[src/rtl/logdiv_pkg.sv]
// Shared constants and payload types for the pipelined Mitchell log-domain divider.
package logdiv_pkg;
  localparam int unsigned WIDTH    = 16;
  localparam int unsigned FRAC_W   = WIDTH - 1;
  localparam int unsigned OUT_FRAC = 8;
  localparam int unsigned Q_W      = WIDTH + OUT_FRAC;
  localparam int unsigned K_W      = 4;
  localparam int unsigned E_W      = 5;
  localparam int unsigned M_W      = FRAC_W + 2;
  localparam int unsigned HALF     = WIDTH / 2;
  localparam int unsigned W_W      = Q_W + 2;

  typedef struct packed {
    logic [K_W-1:0]    k;
    logic [FRAC_W-1:0] f;
  } log_t;

  typedef logic [Q_W-1:0] quo_t;

  localparam quo_t Q_SAT = '1;

  // S1 payload: encoded operands plus zero flags
  typedef struct packed {
    log_t la;
    log_t lb;
    logic za;
    logic zb;
  } s1_t;

  // S2 payload: signed exponent and Q2.15 mantissa
  typedef struct packed {
    logic signed [E_W-1:0] e;
    logic [M_W-1:0]        m;
    logic                  za;
    logic                  zb;
  } s2_t;
endpackage

[src/rtl/log_divider_16bit_if.sv]
// Operand/result handshake bundle for log_divider_16bit.
interface log_divider_16bit_if;
  import logdiv_pkg::*;

  logic             in_valid;
  logic             in_ready;
  logic [WIDTH-1:0] a;
  logic [WIDTH-1:0] b;
  logic             out_valid;
  logic             out_ready;
  quo_t             q;
  logic             div_zero;

  modport master (
    output in_valid, a, b, out_ready,
    input  in_ready, out_valid, q, div_zero
  );

  modport slave (
    input  in_valid, a, b, out_ready,
    output in_ready, out_valid, q, div_zero
  );
endinterface

[src/rtl/log_divider_16bit_lod16.sv]
// Leading-one detector: returns the log2 integer part and the left-aligned fraction.
module lod16
  import logdiv_pkg::*;
(
  input  logic [WIDTH-1:0] i_x,
  output log_t             o_log,
  output logic             o_zero
);

  logic [K_W-1:0]   w_k;
  logic [WIDTH-1:0] w_sh;

  always_comb begin
    w_k = '0;
    for (int i = 0; i < int'(WIDTH); i++) begin
      if (i_x[i]) w_k = K_W'(i);
    end
    // shifting the leading one to the MSB leaves the fraction directly below it
    w_sh    = i_x << (K_W'(FRAC_W) - w_k);
    o_log.k = w_k;
    o_log.f = w_sh[FRAC_W-1:0];
    o_zero  = ~|i_x;
  end

endmodule

[src/rtl/log_divider_16bit.sv]
// Three-stage Mitchell approximate divider: a/b -> unsigned Q16.8 with div-by-zero flag.
// Optional LOGDIV_ROUND_EN: round half-up at 2^-9 in the antilog stage instead of truncating.
module log_divider_16bit
  import logdiv_pkg::*;
(
  input logic               clk,
  input logic               rst_n,
  log_divider_16bit_if.slave bus
);

  logic r_s1_v;
  s1_t  r_s1;
  logic r_s2_v;
  s2_t  r_s2;
  logic r_out_v;
  quo_t r_q;
  logic r_dz;

  logic w_ld1;
  logic w_ld2;
  logic w_ld3;

  // each stage loads when its successor is empty or advancing
  assign w_ld3 = ~r_out_v | bus.out_ready;
  assign w_ld2 = ~r_s2_v  | w_ld3;
  assign w_ld1 = ~r_s1_v  | w_ld2;

  assign bus.in_ready  = w_ld1;
  assign bus.out_valid = r_out_v;
  assign bus.q         = r_q;
  assign bus.div_zero  = r_dz;

  // S1: leading-one detect and log encode
  log_t w_la;
  log_t w_lb;
  logic w_za;
  logic w_zb;

  lod16 u_lod_a (.i_x(bus.a), .o_log(w_la), .o_zero(w_za));
  lod16 u_lod_b (.i_x(bus.b), .o_log(w_lb), .o_zero(w_zb));

  always_ff @(posedge clk or negedge rst_n) begin
    if (!rst_n) begin
      r_s1_v <= 1'b0;
      r_s1   <= '0;
    end else if (w_ld1) begin
      r_s1_v <= bus.in_valid;
      if (bus.in_valid) r_s1 <= '{la: w_la, lb: w_lb, za: w_za, zb: w_zb};
    end
  end

  // S2: fraction subtract as fa + ~fb + 1 in a two-half carry-select adder
  logic [WIDTH-1:0]      w_x;
  logic [WIDTH-1:0]      w_y;
  logic [HALF:0]         w_lo;
  logic [HALF:0]         w_hi0;
  logic [HALF:0]         w_hi1;
  logic [HALF:0]         w_hi;
  logic [WIDTH-1:0]      w_d;
  logic                  w_ge;
  logic signed [E_W-1:0] w_ediff;
  logic signed [E_W-1:0] w_e2;
  logic [M_W-1:0]        w_m2;

  always_comb begin
    w_x     = {1'b0, r_s1.la.f};
    w_y     = ~{1'b0, r_s1.lb.f};
    w_lo    = (HALF+1)'(w_x[HALF-1:0]) + (HALF+1)'(w_y[HALF-1:0]) + (HALF+1)'(1);
    w_hi0   = (HALF+1)'(w_x[WIDTH-1:HALF]) + (HALF+1)'(w_y[WIDTH-1:HALF]);
    w_hi1   = (HALF+1)'(w_x[WIDTH-1:HALF]) + (HALF+1)'(w_y[WIDTH-1:HALF]) + (HALF+1)'(1);
    w_hi    = w_lo[HALF] ? w_hi1 : w_hi0;
    w_d     = {w_hi[HALF-1:0], w_lo[HALF-1:0]};
    w_ge    = w_hi[HALF];
    w_ediff = E_W'(r_s1.la.k) - E_W'(r_s1.lb.k);
    // borrow: mantissa becomes 2+fa-fb (already the 16-bit wrapped difference), exponent drops by one
    if (w_ge) begin
      w_m2 = {2'b01, w_d[FRAC_W-1:0]};
      w_e2 = w_ediff;
    end else begin
      w_m2 = {1'b0, w_d};
      w_e2 = w_ediff - 5'sd1;
    end
  end

  always_ff @(posedge clk or negedge rst_n) begin
    if (!rst_n) begin
      r_s2_v <= 1'b0;
      r_s2   <= '0;
    end else if (w_ld2) begin
      r_s2_v <= r_s1_v;
      if (r_s1_v) r_s2 <= '{e: w_e2, m: w_m2, za: r_s1.za, zb: r_s1.zb};
    end
  end

  // S3: antilog shift into Q16.8 with defensive saturation
  logic signed [E_W-1:0] w_e3;
  logic [E_W-1:0]        w_lsh;
  logic [E_W-1:0]        w_rsh;
  logic [W_W-1:0]        w_wide;
  quo_t                  w_q3;
  logic                  w_dz3;
`ifdef LOGDIV_ROUND_EN
  logic [31:0]           w_mx;
`endif

  always_comb begin
    w_e3   = r_s2.e;
    w_lsh  = '0;
    w_rsh  = '0;
    w_wide = '0;
    w_q3   = '0;
    w_dz3  = 1'b0;
`ifdef LOGDIV_ROUND_EN
    w_mx   = 32'(r_s2.m);
`endif
    // mantissa carries 15 fraction bits, output 8: net shift is e-7
    if (w_e3 > 5'sd7) begin
      w_lsh  = E_W'(w_e3 - 5'sd7);
      w_wide = W_W'(r_s2.m) << w_lsh;
    end else begin
      w_rsh  = E_W'(5'sd7 - w_e3);
      w_wide = W_W'(r_s2.m >> w_rsh);
`ifdef LOGDIV_ROUND_EN
      if (w_rsh != '0) w_wide = w_wide + W_W'(w_mx[w_rsh - E_W'(1)]);
`endif
    end
    if (|w_wide[W_W-1:Q_W]) w_q3 = Q_SAT;
    else                    w_q3 = w_wide[Q_W-1:0];
    if (r_s2.zb) begin
      w_q3  = Q_SAT;
      w_dz3 = 1'b1;
    end else if (r_s2.za) begin
      w_q3  = '0;
    end
  end

  always_ff @(posedge clk or negedge rst_n) begin
    if (!rst_n) begin
      r_out_v <= 1'b0;
      r_q     <= '0;
      r_dz    <= 1'b0;
    end else if (w_ld3) begin
      r_out_v <= r_s2_v;
      if (r_s2_v) begin
        r_q  <= w_q3;
        r_dz <= w_dz3;
      end
    end
  end

endmodule
[src/flat_wrapper.sv]
// flat-port wrapper written by rule: the top's interface ports become plain ports
module log_divider_16bit_flat import logdiv_pkg::*;
  (clk, rst_n, bus_in_valid, bus_a, bus_b, bus_out_ready, bus_in_ready, bus_out_valid, bus_q, bus_div_zero);
  log_divider_16bit_if bus_i ();
  input logic clk;
  input logic rst_n;
  input wire logic [$bits(bus_i.in_valid)-1:0] bus_in_valid;
  input wire logic [$bits(bus_i.a)-1:0] bus_a;
  input wire logic [$bits(bus_i.b)-1:0] bus_b;
  input wire logic [$bits(bus_i.out_ready)-1:0] bus_out_ready;
  output wire logic [$bits(bus_i.in_ready)-1:0] bus_in_ready;
  output wire logic [$bits(bus_i.out_valid)-1:0] bus_out_valid;
  output wire logic [$bits(bus_i.q)-1:0] bus_q;
  output wire logic [$bits(bus_i.div_zero)-1:0] bus_div_zero;
  assign bus_i.in_valid = bus_in_valid;
  assign bus_i.a = bus_a;
  assign bus_i.b = bus_b;
  assign bus_i.out_ready = bus_out_ready;
  assign bus_in_ready = bus_i.in_ready;
  assign bus_out_valid = bus_i.out_valid;
  assign bus_q = bus_i.q;
  assign bus_div_zero = bus_i.div_zero;
  log_divider_16bit u_core (.clk(clk), .rst_n(rst_n), .bus(bus_i));
endmodule
[config.mk]
export PLATFORM = sky130hd
export DESIGN_NAME = log_divider_16bit_flat
export DESIGN_NICKNAME = d
export VERILOG_FILES = /design/src/rtl/logdiv_pkg.sv /design/src/rtl/log_divider_16bit_if.sv /design/src/rtl/log_divider_16bit_lod16.sv /design/src/rtl/log_divider_16bit.sv /design/src/flat_wrapper.sv
export SDC_FILE = /design/constraint.sdc
export NUM_CORES = 1
export LEC_CHECK = 0
export ABC_AREA = 1
export BUFFER_PORTS_ARGS = -buffer_cell sky130_fd_sc_hd__buf_2
export CAP_MARGIN = 5
export CELL_PAD_IN_SITES_DETAIL_PLACEMENT = 0
export CELL_PAD_IN_SITES_GLOBAL_PLACEMENT = 1
export CORE_UTILIZATION = 44
export DETAILED_ROUTE_END_ITERATION = 16
export PLACE_DENSITY_LB_ADDON = 0.1
export SYNTH_ARGS = -nofsm -noshare
export SYNTH_HDL_FRONTEND = slang
export SYNTH_SLANG_ARGS = --single-unit
export TNS_END_PERCENT = 30
[constraint.sdc]
create_clock -name clk -period 2.8 [get_ports clk]
set_input_delay 0.14 -clock clk [delete_from_list [all_inputs] [get_ports clk]]
set_output_delay 0.14 -clock clk [all_outputs]
set_load 0.01 [all_outputs]
After elaboration in Yosys (flattened, before gate mapping)
Index checks and enable logic that the tools add are counted.
- add/subtract/negate cells: 10
- multiply operators: 0
- div/mod/pow operators: 0
- magnitude comparators: 1
- equal/unequal tests: 0
- shifts and indexed selects: 4
- multiplexer cells: 38
- bitwise operators: 7
- reductions and logical operators: 8
- operators by type and width (operator ; number):
    2-to-1 mux 4 bit ; 28
    2-to-1 mux 24 bit ; 3
    OR reduction 16 bit ; 2
    << shifter 16 x 4 -> 15 bit ; 2
    2-to-1 mux 26 bit ; 1
    << shifter 17 x 5 -> 26 bit ; 1
    right shift 17 x 5 -> 26 bit ; 1
    adder 9 x 1 -> 9 bit, second input constant ; 2
    2-to-1 mux 16 bit ; 1
    NOT 15 -> 16 bit ; 1
    adder 7 x 8 -> 9 bit ; 1
    adder 8 x 8 -> 9 bit ; 1
    2-to-1 mux 9 bit ; 1
    subtractor 4 bit, first input constant ; 2
    AND reduction 2 bit ; 3
    > comparator 5 x 4 -> 1 bit, second input constant ; 1
    2-to-1 mux 5 bit ; 1
    subtractor 4 x 4 -> 5 bit ; 1
    subtractor 4 x 5 -> 5 bit, first input constant ; 1
    subtractor 5 x 2 -> 5 bit, second input constant ; 1
    subtractor 5 x 4 -> 5 bit, second input constant ; 1
    2-to-1 mux 1 bit ; 3
    NOT 1 bit ; 3
    bitwise OR 1 bit ; 3
    other kinds (2) ; 3
- register bits after elaboration: 92
- bits in latches: 0
- memory bits (writable): 0
- memory bits (read-only): 0
- output and inout port bits: 27
- memories: 0

Longest topological paths before layout
- depth after elaboration: 17
- depth in mapped cells: 21
- depth with buffers taken out: 21

Modules after synthesis
Synthesis repeated with hierarchy kept, for this count alone.
- cell total of the unflattened synthesis: 1353
- area total of the unflattened synthesis: 8469.4 um^2
- by module, submodules not included (module ; instances ; cells an instance ; area an instance (um^2) ; sequential area each (um^2)):
    log_divider_16bit ; 1 ; 981 ; 6710.2 ; 2277.2
    lod16 ; 2 ; 186 ; 879.6 ; 0.0

Worst setup path before layout
No wires, ideal clock.
- path kind: reg-to-reg
- start point: reg u_core.r_s1[2] (netlist name)
- end point: reg u_core.r_s2, in the netlist u_core.w_e3[0]
- data arrival time: 2.317 ns
- slack: 0.417 ns
- stages on the path, launching flop included: 13
- cells stage by stage: dfrtp_1 -> ha_1 -> fa_1 -> o21ai_1 -> nand2_1 -> o311ai_2 -> nand4_1 -> nor3_2 -> nand2_1 -> nand2_2 -> xor2_1 -> nand2_1 -> nand2_1
- word-level cells in the longest chain between the ends: 5
- RTL lines (element ; RTL line ; source):
    start, declared ; log_divider_16bit.sv:12 ; s1_t r_s1;
    start signal, assigned ; log_divider_16bit.sv:48 ; if (bus.in_valid) r_s1 <= '{la: w_la, lb: w_lb, za: w_za, zb: w_zb};
    NOT 15 -> 16 bit ; log_divider_16bit.sv:67 ; w_y = ~{1'b0, r_s1.lb.f};
    adder 8 x 8 -> 9 bit ; log_divider_16bit.sv:68 ; w_lo = (HALF+1)'(w_x[HALF-1:0]) + (HALF+1)'(w_y[HALF-1:0]) + (HALF+1)'(1);
    adder 9 x 1 -> 9 bit ; log_divider_16bit.sv:68 ;
    2-to-1 mux 9 bit ; log_divider_16bit.sv:71 ; w_hi = w_lo[HALF] ? w_hi1 : w_hi0;
    2-to-1 mux 5 bit ; log_divider_16bit.sv:76 ; if (w_ge) begin
    end signal, assigned ; log_divider_16bit.sv:91 ; if (r_s1_v) r_s2 <= '{e: w_e2, m: w_m2, za: r_s1.za, zb: r_s1.zb};
    end, declared ; log_divider_16bit.sv:14 ; s2_t r_s2;
Every way passes these cells.
A chain may end at the register's enable or synchronous reset.

Worst setup path after layout
- start point: reg u_core.r_s1[2] (netlist name)
- end point: reg u_core.r_s2, in the netlist u_core.w_e3[1]
Same word-level chain as after synthesis.

==> impl_metrics.env <==
export IMPL_fmax_mhz=393
export IMPL_ioPinCount=63
export IMPL_clockBufferDepth=2
export IMPL_crit_required_ns=3.06
export IMPL_clock_sinks=91
export IMPL_chipHeight_um=132
export IMPL_ys_flop_type="dfrtp_1"
export IMPL_layout_min_cycle_time_ns=2.54
export IMPL_worst_pin_slew_ns=0.516
export IMPL_grt_usage=0.249
export IMPL_grt_overflow=0
export IMPL_cts_htree_levels=3
export IMPL_report_final_hold_viol_count=0
export IMPL_syn_inst=1143
export IMPL_synth_area_um2=7460
export IMPL_num_vias=7509
export IMPL_fp_row_count=47
export IMPL_maxCapViolCount=0
export IMPL_yosysTopAreaCell="dfrtp_1"
export IMPL_ys_types=52
export IMPL_ys_top_cells_by_area="dfrtp_1 31%, nand2_1 17%, nand3_1 12%, o21ai_0 5.8%, inv_1 5.6%"
export IMPL_cts_tree="done"
export IMPL_coreArea_um2=16600
export IMPL_place_ws_ns=0.135
export IMPL_synth_edff_count=0
export IMPL_io_buffers=62
export IMPL_min_delay_start="bus_out_ready"
export IMPL_p_leak_nw=4.29
export IMPL_rsz0062_at_grt="false"
export IMPL_ant_nets=0
export IMPL_start_util=0.450
export IMPL_hold_path_cell_count=4
export IMPL_drv_slew=0
export IMPL_clock_latency_ns=0.35
export IMPL_cts_buffers=9
export IMPL_power_density_nw_per_um2=1110
export IMPL_drive_gt1_frac=0.113
export IMPL_fin_crit_sh=0.908
export IMPL_startpoint_type="flop"
export IMPL_r2r_start="u_core.r_s1[2]"
export IMPL_grt_antenna_before_repair=0
export IMPL_r2r_cells=13
export IMPL_wl_per_cell_um=14.7
export IMPL_root_buffer="clkbuf_16"
export IMPL_drt_wl_total_um=20900
export IMPL_hold_end="u_core.bus.out_valid"
export IMPL_grt_pass1_vias=7105
export IMPL_finClkSkew_ns=0.0117
export IMPL_grt_pass1_wl_um=35000
export IMPL_synthesis_nets=1206
export IMPL_grt_start_max_net_pins=63
export IMPL_min_path_type="input port to flop"
export IMPL_setup_viol=0
export IMPL_crit_arrival_ns=2.80
export IMPL_worstReg2RegEnd="u_core.w_e3[1]"
export IMPL_drt_pass1_iterations=7
export IMPL_dp_hpwl_um=16500
export IMPL_dieWidth_um=132
export IMPL_syn_to_final_growth_pct=11.9
export IMPL_insertedDiodeCount=0
export IMPL_ys_seq_area_frac=0.305
export IMPL_crit_path_max_fanout=7
export IMPL_path_class="flop to flop"
export IMPL_timing_slew_headroom=0.655
export IMPL_setup_slack_ns=0.257
export IMPL_seq_area_um2=2280
export IMPL_drtIter0Drc=468
export IMPL_nNetsFinal=1257
export IMPL_avgSynthCellArea_um2=6.53
export IMPL_end_kind="flop"
export IMPL_status="completed"
export IMPL_clk_pin_slew_ns=0.06
export IMPL_multi_input_area_um2=4500
export IMPL_fill_cells=1785
export IMPL_gp_congestion=0.905
export IMPL_route_detailed_drc=0
export IMPL_synth_top_area_share=0.305
export IMPL_synth_seq_cells=91
export IMPL_async_flop_share=1.00
export IMPL_dieArea_um2=17500
export IMPL_yosysWarningCount=0
export IMPL_reg2reg_setup_slack_ns=0.26
export IMPL_vias_per_cell=5.30
export IMPL_ir_drop_mv=0.510
export IMPL_tns_ns=0
==> placed cells by master, fill, tap and decap left out, types with 8 or more instances in the layout <==
master and count:
o21ai_1 24, nor2_1 54, clkbuf_16 9, inv_1 112
buf_4 29, a31oi_1 12, nand3_1 185, dfrtp_1 91
ha_1 24, nand2_1 331, a21oi_1 50, nor3_1 9
o22ai_1 10, o211ai_1 11, xor2_1 14, nand4_1 8
buf_2 61, o21ai_0 87
==> power by group <==
group / switching [mW] / total (mW) / internal (mW)
clock: 0.504 / 1.22 / 0.711
sequential: 0.280 / 2.01 / 1.73
combinational: 3.98 / 6.04 / 2.05
total: 4.76 / 9.26 / 4.50
==> state kept, by name, indices dropped and copies added (netlist names) <==
name                  count
u_core.bus.div_zero       1
u_core.bus.out_valid      1
u_core.r_s2              18
u_core.r_s2_v             1
u_core.r_s1_v             1
u_core.w_e3               5
u_core.r_s1              40
u_core.bus.q             24
==> metal layers <==
layer / share of wire / wire, um / vias to the layer above / GRT usage
met5: 0 / 0 / - / 0
met4: 0.029 / 614 / 0 / 0.0900
met3: 0.024 / 492 / 37 / 0.0308
met2: 0.50 / 10500 / 129 / 0.444
met1: 0.45 / 9330 / 3409 / 0.308
li1: - / - / 3934 / -
==> worst max path at each step <==
stage                         startpoint        endpoint  slack, ns  cells after the start
after floorplan           u_core.r_s1[2]  u_core.w_e3[0]       0.42                     12
after global placement    u_core.r_s1[2]  u_core.w_e3[1]       0.19                     13
after detailed placement  u_core.r_s1[2]  u_core.w_e3[0]       0.13                     12
after CTS                 u_core.r_s1[2]  u_core.w_e3[0]       0.12                     12
after global routing      u_core.r_s1[2]  u_core.w_e3[0]      0.003                     12
final                     u_core.r_s1[2]  u_core.w_e3[1]       0.26                     13
==> area by class of cell <==
class                           count  area share
Timing Repair Buffer               92      0.0662
Inverter                          121      0.0544
Clock buffer                       11      0.0291
Sequential cell                    91       0.273
Multi-Input combinational cell    879       0.539
Clock inverter                      4     0.00614
Tap cell                          220      0.0329
==> kinds of logic (layout without fill, tap and decap cells) <==
family,Yosys count,in the layout,synth area share
compound gates,219,219,0.168
xor+xnor,22,22,0.0293
fa+ha+maj,27,27,0.0483
buf+inv,173,228,0.0924
flops,91,91,0.305
mux,3,3,0.00402
simple gates,608,608,0.353
==> Yosys cell counts, drive strengths merged, types with 2 or more instances <==
cell type and number:
o31ai 6, o21ai 114, fa 3, dfrtp 91
mux2i 3, clkbuf 32, nand2 339, o221ai 3
o22ai 10, a21oi 50, nor2 58, xor2 16
nor3 10, buf 20, nor4 3, nand3 185
nand4 8, o311ai 2, and2 2, a31oi 14
inv 118, o211ai 11, a22oi 2, or2 2
ha 24, clkinv 3, xnor2 6
==> per-stage QoR <==
stage | power, mW | std cells | cell area, um^2 | util | hold WS [ns]
global route | 10.1 | 1418 | 8350 | 0.504 | 0.146
finish | 9.26 | 1418 | 8350 | 0.504 | 0.0915
global placement | 8.00 | 1400 | 8030 | 0.484 | 0.0919
detailed placement | 8.01 | 1400 | 8030 | 0.484 | 0.0983
CTS | 9.25 | 1416 | 8340 | 0.503 | 0.0891
floorplan | 6.43 | 1143 | 7460 | - | -0.156
==> critical path: stages (launching register included) <==
cell and delay (ns):
dfrtp_1 0.38, ha_1 0.23, fa_1 0.42, o21ai_2 0.20, nand2_1 0.09, o311ai_2 0.13, nand4_1 0.24, nor3_2 0.20
nand2_1 0.14, nand2_2 0.16, nand2_1 0.06, o21ai_1 0.07, nand2_1 0.05, o21ai_0 0.07
==> timing repair <==
item	in CTS	in global routing
hold buffers	1	0
setup buffers	0	2
setup endpoints to repair	0	6
endpoints found under the hold margin	29	0
resized for setup	0	1
Power figures use the tool's default switching activity.
